## src/rtl/exu_bp_upd_ctl_pkg.sv

```systemverilog
// Shared types and helpers for the branch-predictor update queue.
// Holds the resolved-branch packet layout, the default depth and the BHT index hash.
package exu_bp_upd_ctl_pkg;

  localparam int BP_Q_DEPTH = 4;

  typedef struct packed {
    logic [31:1] pc;
    logic        ataken;
    logic        misp;
    logic [1:0]  hist;
  } bp_upd_pkt_t;

  // Folds pc[idx_w:1] with pc[2*idx_w:idx_w+1]; caller truncates to idx_w bits.
  function automatic logic [31:0] bht_hash(input logic [31:1] pc, input int unsigned idx_w);
    logic [31:0] p;
    p = {pc, 1'b0};
    return ((p >> 1) ^ (p >> (idx_w + 1))) & ((32'd1 << idx_w) - 32'd1);
  endfunction

endpackage

```

## src/rtl/exu_bp_upd_ctl_if.sv

```systemverilog
// Bus bundles for the update queue: resolved-branch input side and BHT write side.
// Master is the producer of the valid/data signals on each bus.
interface exu_bp_upd_if;
  logic        upd_valid;
  logic [31:1] upd_pc;
  logic        upd_ataken;
  logic        upd_misp;
  logic [1:0]  upd_hist;
  logic        upd_ready;
  logic        commit;
  logic        flush;

  modport master (
    output upd_valid, upd_pc, upd_ataken, upd_misp, upd_hist, commit, flush,
    input  upd_ready
  );
  modport slave (
    input  upd_valid, upd_pc, upd_ataken, upd_misp, upd_hist, commit, flush,
    output upd_ready
  );
endinterface

interface exu_bp_bht_if #(
  parameter int IDX_W = 8
);
  logic             bht_wr_valid;
  logic             bht_wr_ready;
  logic [IDX_W-1:0] bht_wr_idx;
  logic [1:0]       bht_wr_data;

  modport master (
    output bht_wr_valid, bht_wr_idx, bht_wr_data,
    input  bht_wr_ready
  );
  modport slave (
    input  bht_wr_valid, bht_wr_idx, bht_wr_data,
    output bht_wr_ready
  );
endinterface

```

## src/rtl/exu_bp_upd_ctl_fifo.sv

```systemverilog
// Three-pointer speculative FIFO: wr (next free), cm (oldest uncommitted), rd (head).
// Entries between rd and cm are committed and drainable; cm..wr are speculative.
module exu_bp_upd_ctl_fifo
  import exu_bp_upd_ctl_pkg::*;
#(
  parameter int DEPTH = BP_Q_DEPTH
) (
  input  logic        clk,
  input  logic        rst,
  input  logic        enq_i,
  input  bp_upd_pkt_t enq_pkt_i,
  input  logic        commit_i,
  input  logic        flush_i,
  input  logic        deq_i,
  output logic        full_o,
  output logic        cm_empty_o,
  output logic        head_vld_o,
  output bp_upd_pkt_t head_pkt_o
);

  localparam int PW = $clog2(DEPTH);
  localparam logic [PW:0] DEPTH_P = (PW+1)'(DEPTH);

  bp_upd_pkt_t mem_q [DEPTH];
  logic [PW:0] wr_q, wr_d, cm_q, cm_d, rd_q, rd_d;
  logic        commit_ok, deq_ok, wr_en;

  assign full_o     = (wr_q - rd_q) == DEPTH_P;
  assign cm_empty_o = (cm_q == wr_q);
  assign head_vld_o = (rd_q != cm_q);
  // Zero the head when nothing is committed so the write port idles at 0.
  assign head_pkt_o = head_vld_o ? mem_q[rd_q[PW-1:0]] : '0;

  always_comb begin
    commit_ok = commit_i & ~cm_empty_o;
    deq_ok    = deq_i & head_vld_o;
    wr_en     = enq_i & ~full_o & ~flush_i;
    cm_d      = cm_q + {{PW{1'b0}}, commit_ok};
    rd_d      = rd_q + {{PW{1'b0}}, deq_ok};
    wr_d      = flush_i ? cm_d : (wr_q + {{PW{1'b0}}, wr_en});
  end

  always_ff @(posedge clk) begin
    if (rst) begin
      wr_q <= '0;
      cm_q <= '0;
      rd_q <= '0;
    end else begin
      wr_q <= wr_d;
      cm_q <= cm_d;
      rd_q <= rd_d;
    end
  end

  always_ff @(posedge clk) begin
    if (wr_en) begin
      mem_q[wr_q[PW-1:0]] <= enq_pkt_i;
    end
  end

endmodule

```

## src/rtl/exu_bp_upd_ctl.sv

```systemverilog
// Branch-predictor update queue: holds resolved branches until commit/flush and drains
// committed ones in order to the BHT, counting committed mispredicts.
module exu_bp_upd_ctl
  import exu_bp_upd_ctl_pkg::*;
#(
  parameter int DEPTH = BP_Q_DEPTH,
  parameter int IDX_W = 8,
  parameter int CNT_W = 16
) (
  input  logic              clk,
  input  logic              rst,
  exu_bp_upd_if.slave       upd,
  exu_bp_bht_if.master      bht,
  output logic [CNT_W-1:0]  misp_cnt_o,
  output logic              ovf_err_o
);

  bp_upd_pkt_t      enq_pkt, head_pkt;
  logic             full, cm_empty, head_vld, enq, xfer;
  logic [CNT_W-1:0] misp_cnt_q, misp_cnt_d;
  logic             ovf_err_q, ovf_err_d;
  logic             unused_ataken;

  assign enq_pkt = '{pc: upd.upd_pc, ataken: upd.upd_ataken, misp: upd.upd_misp, hist: upd.upd_hist};
  // A same-cycle flush kills the incoming branch since it is younger than anything kept.
  assign enq  = upd.upd_valid & ~full & ~upd.flush;
  assign xfer = head_vld & bht.bht_wr_ready;

  exu_bp_upd_ctl_fifo #(
    .DEPTH (DEPTH)
  ) u_fifo (
    .clk        (clk),
    .rst        (rst),
    .enq_i      (enq),
    .enq_pkt_i  (enq_pkt),
    .commit_i   (upd.commit),
    .flush_i    (upd.flush),
    .deq_i      (xfer),
    .full_o     (full),
    .cm_empty_o (cm_empty),
    .head_vld_o (head_vld),
    .head_pkt_o (head_pkt)
  );

  assign upd.upd_ready    = ~full;
  assign bht.bht_wr_valid = head_vld;
  assign bht.bht_wr_idx   = IDX_W'(bht_hash(head_pkt.pc, IDX_W));
  assign bht.bht_wr_data  = head_pkt.hist;
  assign unused_ataken    = head_pkt.ataken;

  always_comb begin
    misp_cnt_d = misp_cnt_q;
    if (xfer && head_pkt.misp && !(&misp_cnt_q)) begin
      misp_cnt_d = misp_cnt_q + CNT_W'(1);
    end
    ovf_err_d = ovf_err_q | (upd.upd_valid & full) | (upd.commit & cm_empty);
  end

  always_ff @(posedge clk) begin
    if (rst) begin
      misp_cnt_q <= '0;
      ovf_err_q  <= 1'b0;
    end else begin
      misp_cnt_q <= misp_cnt_d;
      ovf_err_q  <= ovf_err_d;
    end
  end

  assign misp_cnt_o = misp_cnt_q;
  assign ovf_err_o  = ovf_err_q;

endmodule

```

## src/flat_wrapper.sv

```systemverilog
// flat-port wrapper written by rule: the top's interface ports become plain ports
module exu_bp_upd_ctl_flat import exu_bp_upd_ctl_pkg::*;
#(
  parameter int DEPTH = BP_Q_DEPTH,
  parameter int IDX_W = 8,
  parameter int CNT_W = 16
)
  (clk, rst, misp_cnt_o, ovf_err_o, upd_upd_valid, upd_upd_pc, upd_upd_ataken, upd_upd_misp, upd_upd_hist, upd_commit, upd_flush, upd_upd_ready, bht_bht_wr_valid, bht_bht_wr_idx, bht_bht_wr_data, bht_bht_wr_ready);
  exu_bp_upd_if upd_i ();
  exu_bp_bht_if #(.IDX_W(IDX_W)) bht_i ();
  input  logic clk;
  input  logic rst;
  output logic [CNT_W-1:0] misp_cnt_o;
  output logic ovf_err_o;
  input wire logic [$bits(upd_i.upd_valid)-1:0] upd_upd_valid;
  input wire logic [$bits(upd_i.upd_pc)-1:0] upd_upd_pc;
  input wire logic [$bits(upd_i.upd_ataken)-1:0] upd_upd_ataken;
  input wire logic [$bits(upd_i.upd_misp)-1:0] upd_upd_misp;
  input wire logic [$bits(upd_i.upd_hist)-1:0] upd_upd_hist;
  input wire logic [$bits(upd_i.commit)-1:0] upd_commit;
  input wire logic [$bits(upd_i.flush)-1:0] upd_flush;
  output wire logic [$bits(upd_i.upd_ready)-1:0] upd_upd_ready;
  output wire logic [$bits(bht_i.bht_wr_valid)-1:0] bht_bht_wr_valid;
  output wire logic [$bits(bht_i.bht_wr_idx)-1:0] bht_bht_wr_idx;
  output wire logic [$bits(bht_i.bht_wr_data)-1:0] bht_bht_wr_data;
  input wire logic [$bits(bht_i.bht_wr_ready)-1:0] bht_bht_wr_ready;
  assign upd_i.upd_valid = upd_upd_valid;
  assign upd_i.upd_pc = upd_upd_pc;
  assign upd_i.upd_ataken = upd_upd_ataken;
  assign upd_i.upd_misp = upd_upd_misp;
  assign upd_i.upd_hist = upd_upd_hist;
  assign upd_i.commit = upd_commit;
  assign upd_i.flush = upd_flush;
  assign upd_upd_ready = upd_i.upd_ready;
  assign bht_bht_wr_valid = bht_i.bht_wr_valid;
  assign bht_bht_wr_idx = bht_i.bht_wr_idx;
  assign bht_bht_wr_data = bht_i.bht_wr_data;
  assign bht_i.bht_wr_ready = bht_bht_wr_ready;
  exu_bp_upd_ctl #(.DEPTH(DEPTH), .IDX_W(IDX_W), .CNT_W(CNT_W)) u_core (.clk(clk), .rst(rst), .upd(upd_i), .bht(bht_i), .misp_cnt_o(misp_cnt_o), .ovf_err_o(ovf_err_o));
endmodule
```

## config.mk

```make
export PLATFORM = sky130hd
export DESIGN_NAME = exu_bp_upd_ctl_flat
export DESIGN_NICKNAME = d
export VERILOG_FILES = /design/src/rtl/exu_bp_upd_ctl_pkg.sv /design/src/rtl/exu_bp_upd_ctl_if.sv /design/src/rtl/exu_bp_upd_ctl_fifo.sv /design/src/rtl/exu_bp_upd_ctl.sv /design/src/flat_wrapper.sv
export SDC_FILE = /design/constraint.sdc
export NUM_CORES = 1
export LEC_CHECK = 0
export BUFFER_PORTS_ARGS = -buffer_cell sky130_fd_sc_hd__clkbuf_2
export CORE_ASPECT_RATIO = 0.8
export CORE_UTILIZATION = 40
export CTS_BUF_LIST = sky130_fd_sc_hd__clkbuf_8 sky130_fd_sc_hd__clkbuf_16
export CTS_CLUSTER_DIAMETER = 150
export DETAILED_ROUTE_END_ITERATION = 12
export PLACE_DENSITY = 0.62
export SYNTH_ARGS = -nofsm -noshare
export SYNTH_HDL_FRONTEND = slang
export SYNTH_SLANG_ARGS = --single-unit
```

## constraint.sdc

```tcl
create_clock -name clk -period 3.86 [get_ports clk]
set_clock_uncertainty 0.1 [all_clocks]
set_input_delay 0.386 -clock clk [delete_from_list [all_inputs] [get_ports clk]]
set_output_delay 0.386 -clock clk [all_outputs]
set_load 0.05 [all_outputs]
```

# After elaboration in Yosys (flattened, before gate mapping)

Memories as Yosys holds them, arrays and structs flattened. A register that Yosys moved wholly into a read port is not among the register bits.
Index checks and enable logic that the tools add are counted.

Register bits: 26
Input bits: 41
Memories: 1
Memory bits (writable): 140
Logic and storage cells: 38

Memory list:

| name                | words | bits a word | read ports | clocked after Yosys merged registers in | wr ports | RTL line                  | text |
|---|---|---|---|---|---|---|---|
| u_core.u_fifo.mem_q | 4     | 35          | 1          | 1                                       | 1        | exu_bp_upd_ctl_fifo.sv:24 | `bp_upd_pkt_t mem_q [DEPTH];` |

Reduce and logical (&&, ||, !) cells: 4
Bitwise logic cells: 15
Eq/ne operators: 3
$add $sub $neg: 5
Mux-type cells: 5

Operators by type and width:

| operator              | number |
|---|---|
| $mux 20               | 1 |
| $add 16x1->16 const B | 1 |
| $reduce_and 16->1     | 1 |
| $add 3x1->3           | 3 |
| $and 1x1->1           | 9 |
| $xor 8x8->8           | 1 |
| $eq 3x3->1            | 1 |
| $eq 3x3->1 const B    | 1 |
| $mux 3                | 1 |
| $ne 3x3->1            | 1 |
| $not 1->1             | 3 |
| $sub 3x3->3           | 1 |
| $logic_and 1x1->1     | 2 |
| $mux 1                | 2 |
| $mux 2                | 1 |
| $or 1x1->1            | 2 |
| $logic_not 1->1       | 1 |

# Logic depth before layout (Yosys ltp)

Word-level depth: 9
Depth in mapped cells: 10
Mapped depth without buffers: 10

# Modules after synthesis

From an unflattened synthesis, not the netlist that was laid out.

Cells, all modules: 392
Area total of the unflattened synthesis: 6807.8 um^2

Modules (own cells, without submodules):

| module              | area an instance (um^2) | cells an instance | sequential area each (um^2) | times used |
|---|---|---|---|---|
| exu_bp_upd_ctl_fifo | 5885.6                  | 283               | 4384.2                      | 1 |
| exu_bp_upd_ctl      | 922.1                   | 109               | 340.3                       | 1 |

# Worst setup path after synthesis

Ideal clock, no wire load.

Path type: reg-to-reg
Start point: reg u_core.u_fifo.rd_q[1]
End point: mem u_core.u_fifo.mem_q[0][0] (netlist bit), enable pin
Path slack: 0.404 ns
Stages on the path, launching flop included: 7
Buffers on the path: 0
Data required time: 3.337 ns
Data arrival time: 2.933 ns
Clock period less this slack: 3.456 ns
Path through: dfxtp_1 inv_2 ha_1 nor2b_1 xnor2_1 a311oi_1 nor3b_1

Cells in the longest elaborated chain, start to end: 9

RTL lines:

| element                          | RTL line                                        | text |
|---|---|---|
| from (decl)                      | exu_bp_upd_ctl_fifo.sv:25                       | `logic [PW:0] wr_q, wr_d, cm_q, cm_d, rd_q, rd_d;` |
| from (signal assigned)           | exu_bp_upd_ctl_fifo.sv:51                       | `rd_q <= rd_d;` |
| $sub 3x3->3 (*)                  | exu_bp_upd_ctl_fifo.sv:28                       | `assign full_o = (wr_q - rd_q) == DEPTH_P;` |
| $eq 3x3->1 (*)                   | exu_bp_upd_ctl_fifo.sv:28                       |  |
| $not 1->1 (*)                    | exu_bp_upd_ctl_fifo.sv:37, exu_bp_upd_ctl.sv:26 |  |
| $and 1x1->1 (2 in a row)         | exu_bp_upd_ctl.sv:26                            | `assign enq = upd.upd_valid & ~full & ~upd.flush;` |
| $and 1x1->1 (*) (2 in a row)     | exu_bp_upd_ctl_fifo.sv:37                       | `wr_en = enq_i & ~full_o & ~flush_i;` |
| $mux 1 (*)                       | exu_bp_upd_ctl_fifo.sv:56                       | `if (wr_en) begin` |
| $mux 1 (implied by the code) (*) | exu_bp_upd_ctl_fifo.sv:57                       | `mem_q[wr_q[PW-1:0]] <= enq_pkt_i;` |
| to (decl)                        | exu_bp_upd_ctl_fifo.sv:24                       |  |

Mark *: on every way between the ends. The rest lies on a longest branch, timed or not.

# Worst setup path after layout

Start point: reg u_core.u_fifo.rd_q[1]
End point: mem u_core.u_fifo.mem_q[0][8] (netlist bit), enable pin

Same word-level chain as after synthesis.

==> metrics.txt <==
commonest non-fill, non-tap cell in the layout=edfxtp_1; Slew HR=54.2%; worst reg2reg path endpoint=u_core.u_fifo.mem_q[0][8]$_DFFE_PP_; outcome=complete, no violations; setup slack after layout=1.11 ns; Layout Utilization=49.1%; Setup crit start=u_core.u_fifo.rd_q[1]$_SDFF_PP0_; PortBufs=53; final slew viol count=0; die width=118 µm; worst vdd ir=240 µV; Compound-Gate Fraction of Synth Area=3.97%; Worst EP arrival=2.66 ns; Final setup viols=0; die area=0.0112 mm²; dpl cells=487; layout net count=408; Tmin final=2.75 ns; All-Layer GR Usage=14.6%; post-synthesis mux area share=8.03%; clock buffer depth=2; layout cells sized above 1=27.8%; area delta synth->final=18.0%; vias in the first global route=2457; fmax=0.364 GHz; FFs w/ async S/R, synth=0%; setup TNS=0 ns; Placer Congestion=0.723; Synth Area in Simple Gates=10.1%; CTS buffer count=9; largest family of logic cells by synthesized area=simple AND/OR/NAND/NOR gates; io pins=70; Die Ht=94.9 µm; top cell family by delay on the critical path=compound AO/OA/AOI/OAI gates; P per Cell Area=645 mW/mm²; FF/Latch Area=0.00280 mm²; Tot Pwr=3290 µW; GR Overflow Total=0; Synth cell types=35; FILL cells=901; worst-skew pair later-pin latency=0.34 ns; synth warn=0; H-tree Lvls=3; worst slew pin tran=0.680 ns; post-cts resize count=0; maxcap violations=0; CTS tree=done; crit path max fanout=19; RSZ-0062 raised after global routing=false; Final Hold Viols=0; initial antenna violation count=0; DR iter-0 viols=161; pin count of the biggest net entering global routing=34; synthesized cell area=0.00432 mm²; core area=0.0104 mm²; Pleak=0.00184 µW; Clock Pin Slew Worst Setup and Hold Paths=0.07 ns; cell count of the worst reg-to-reg path=7; syn_nets=345; crit-path cells=inv_2 > ha_1 > nor2b_1 > xnor2_1 > a311oi_1 > nor3b_2 > buf_4; crit share post-route=71.2%; xor/xnor share of the synthesized area=8.72%; # Post-CTS Setup Buffers=0; DR WL/cell=14.8 µm; Main synth FF type=edfxtp_1; most frequent cells in the layout=76 x edfxtp_1, 53 x clkbuf_2, 36 x xnor2_1; worst path required time=3.77 ns; DRC=0; via/cell ratio=4.98; synthesized flop and latch total=102; sequential area share after synthesis=64.9%; Clock Tree Root=clkbuf_16; CP max stage delay=0.56 ns; worst path bufs/invs=2; DRT antenna net count=0; via count=2506; first-pass GRT wire length=12.3 mm; first drt pass iteration count=4; Critical Path End=u_core.u_fifo.mem_q[0][8]$_DFFE_PP_; CP Capture Type=flip-flop; hold-fix buffers at CTS=0; Mean Syn Cell Area=14.6 µm²; Placement Setup Slack=1.08 ns; Initial Util=41.7%; Post-synth EDFFs=76; Cell Count, Final, Fillers Out=503; CTS Sinks=102; Hold Crit Class=primary input to flip-flop; WP depth=7; Synth Instances=295; adder-cell share of the synthesized area=2.61%; ANT cells=0; DP Wirelength=5.06 mm; Multi-input gate area=0.00145 mm²; slowest CP cell=a311oi_1; Worst Setup Start Kind=flip-flop; critical setup path kind=flip-flop to flip-flop; reg2reg start=u_core.u_fifo.rd_q[1]$_SDFF_PP0_; setup slack, reg-to-reg=1.11 ns; FP Rows=33; routed wire length=7.46 mm
-- synthesized netlist by cell type (3+ instances only) --
| cell | number | area, µm² |
|---|---|---|
| a21oi_1 | 11 | 55.1 |
| buf_2 | 4 | 20.0 |
| clkbuf_1 | 4 | 15.0 |
| dfxtp_1 | 26 | 521 |
| edfxtp_1 | 76 | 2280 |
| ha_1 | 9 | 113 |
| inv_1 | 8 | 30.0 |
| mux2_2 | 6 | 67.6 |
| mux4_2 | 11 | 248 |
| nand2_1 | 5 | 18.8 |
| nand3_1 | 6 | 30.0 |
| nand4_1 | 3 | 18.8 |
| nor2_1 | 23 | 86.3 |
| nor2b_1 | 13 | 81.3 |
| nor3_1 | 3 | 15.0 |
| nor3b_1 | 3 | 22.5 |
| nor4_1 | 5 | 31.3 |
| o31ai_1 | 7 | 52.6 |
| or3_1 | 4 | 25.0 |
| or4_1 | 8 | 60.1 |
| xnor2_1 | 36 | 315 |
| xor2_1 | 7 | 61.3 |
-- worst min path at each step --
stage | startpoint | end | slack, ns | cells after the start
2_1_floorplan | upd_flush | u_core.u_fifo.wr_q[2]$_SDFF_PP0_ | 0.38 | 1
3_3_place_gp | u_core.misp_cnt_o[14]$_SDFFE_PP0P_ | u_core.misp_cnt_o[14]$_SDFFE_PP0P_ | 0.40 | 2
3_5_place_dp | u_core.misp_cnt_o[4]$_SDFFE_PP0P_ | u_core.misp_cnt_o[4]$_SDFFE_PP0P_ | 0.41 | 2
4_1_cts | upd_upd_misp | u_core.u_fifo.mem_q[2][2]$_DFFE_PP_ | 0.15 | 1
5_1_grt | upd_upd_misp | u_core.u_fifo.mem_q[2][2]$_DFFE_PP_ | 0.15 | 1
6_report | upd_upd_pc[10] | u_core.u_fifo.mem_q[1][14]$_DFFE_PP_ | 0.16 | 1
-- stage by stage --
step | area, µm² | hold slack (ns)
2_1_floorplan | 4320 | 0.382
3_3_place_gp | 4790 | 0.399
3_5_place_dp | 4790 | 0.414
4_1_cts | 5090 | 0.151
5_1_grt | 5090 | 0.155
6_report | 5090 | 0.160
-- state kept, by name (all words and copies together), names as in the netlist --
| signal | count |
|---|---|
| u_core.misp_cnt_o | 16 |
| u_core.u_fifo.wr_q | 3 |
| u_core.u_fifo.mem_q | 76 |
| u_core.u_fifo.rd_q | 3 |
| u_core.ovf_err_o | 1 |
| u_core.u_fifo.cm_q | 3 |
-- where the power goes --
part           switching, µW  total (µW)  internal [µW]
combinational            749        1070            325
sequential              49.6        1320           1270
clock                    428         894            466
total                   1230        3290           2060
-- cell families (layout without fill, tap and decap cells) --
kind of cell	Yosys count	in the layout
XOR/XNOR	43	43
adder cells (fa/ha/maj)	9	9
flip-flops	102	102
AO/OA/AOI/OAI	25	25
multiplexers	20	20
buffers and inverters	18	86
AND/OR/NAND/NOR	78	78
-- metal layers --
layer	vias to the layer above	share of wire, %	track usage (%)
met1	1220	47	18.8
met3	7	3.9	3.74
met5	-	0	0
met2	48	48	24.0
met4	0	0.99	5.02
li1	1231	-	-
-- layout make-up --
type                            instances  area share (%)
Clock buffer                            9            4.42
Clock inverter                          7            1.55
Inverter                                9           0.663
Multi-Input combinational cell        175            28.5
Sequential cell                       102            55.0
Tap cell                              140            3.44
Timing Repair Buffer                   61            6.39
(Power assumes the default switching activity.)
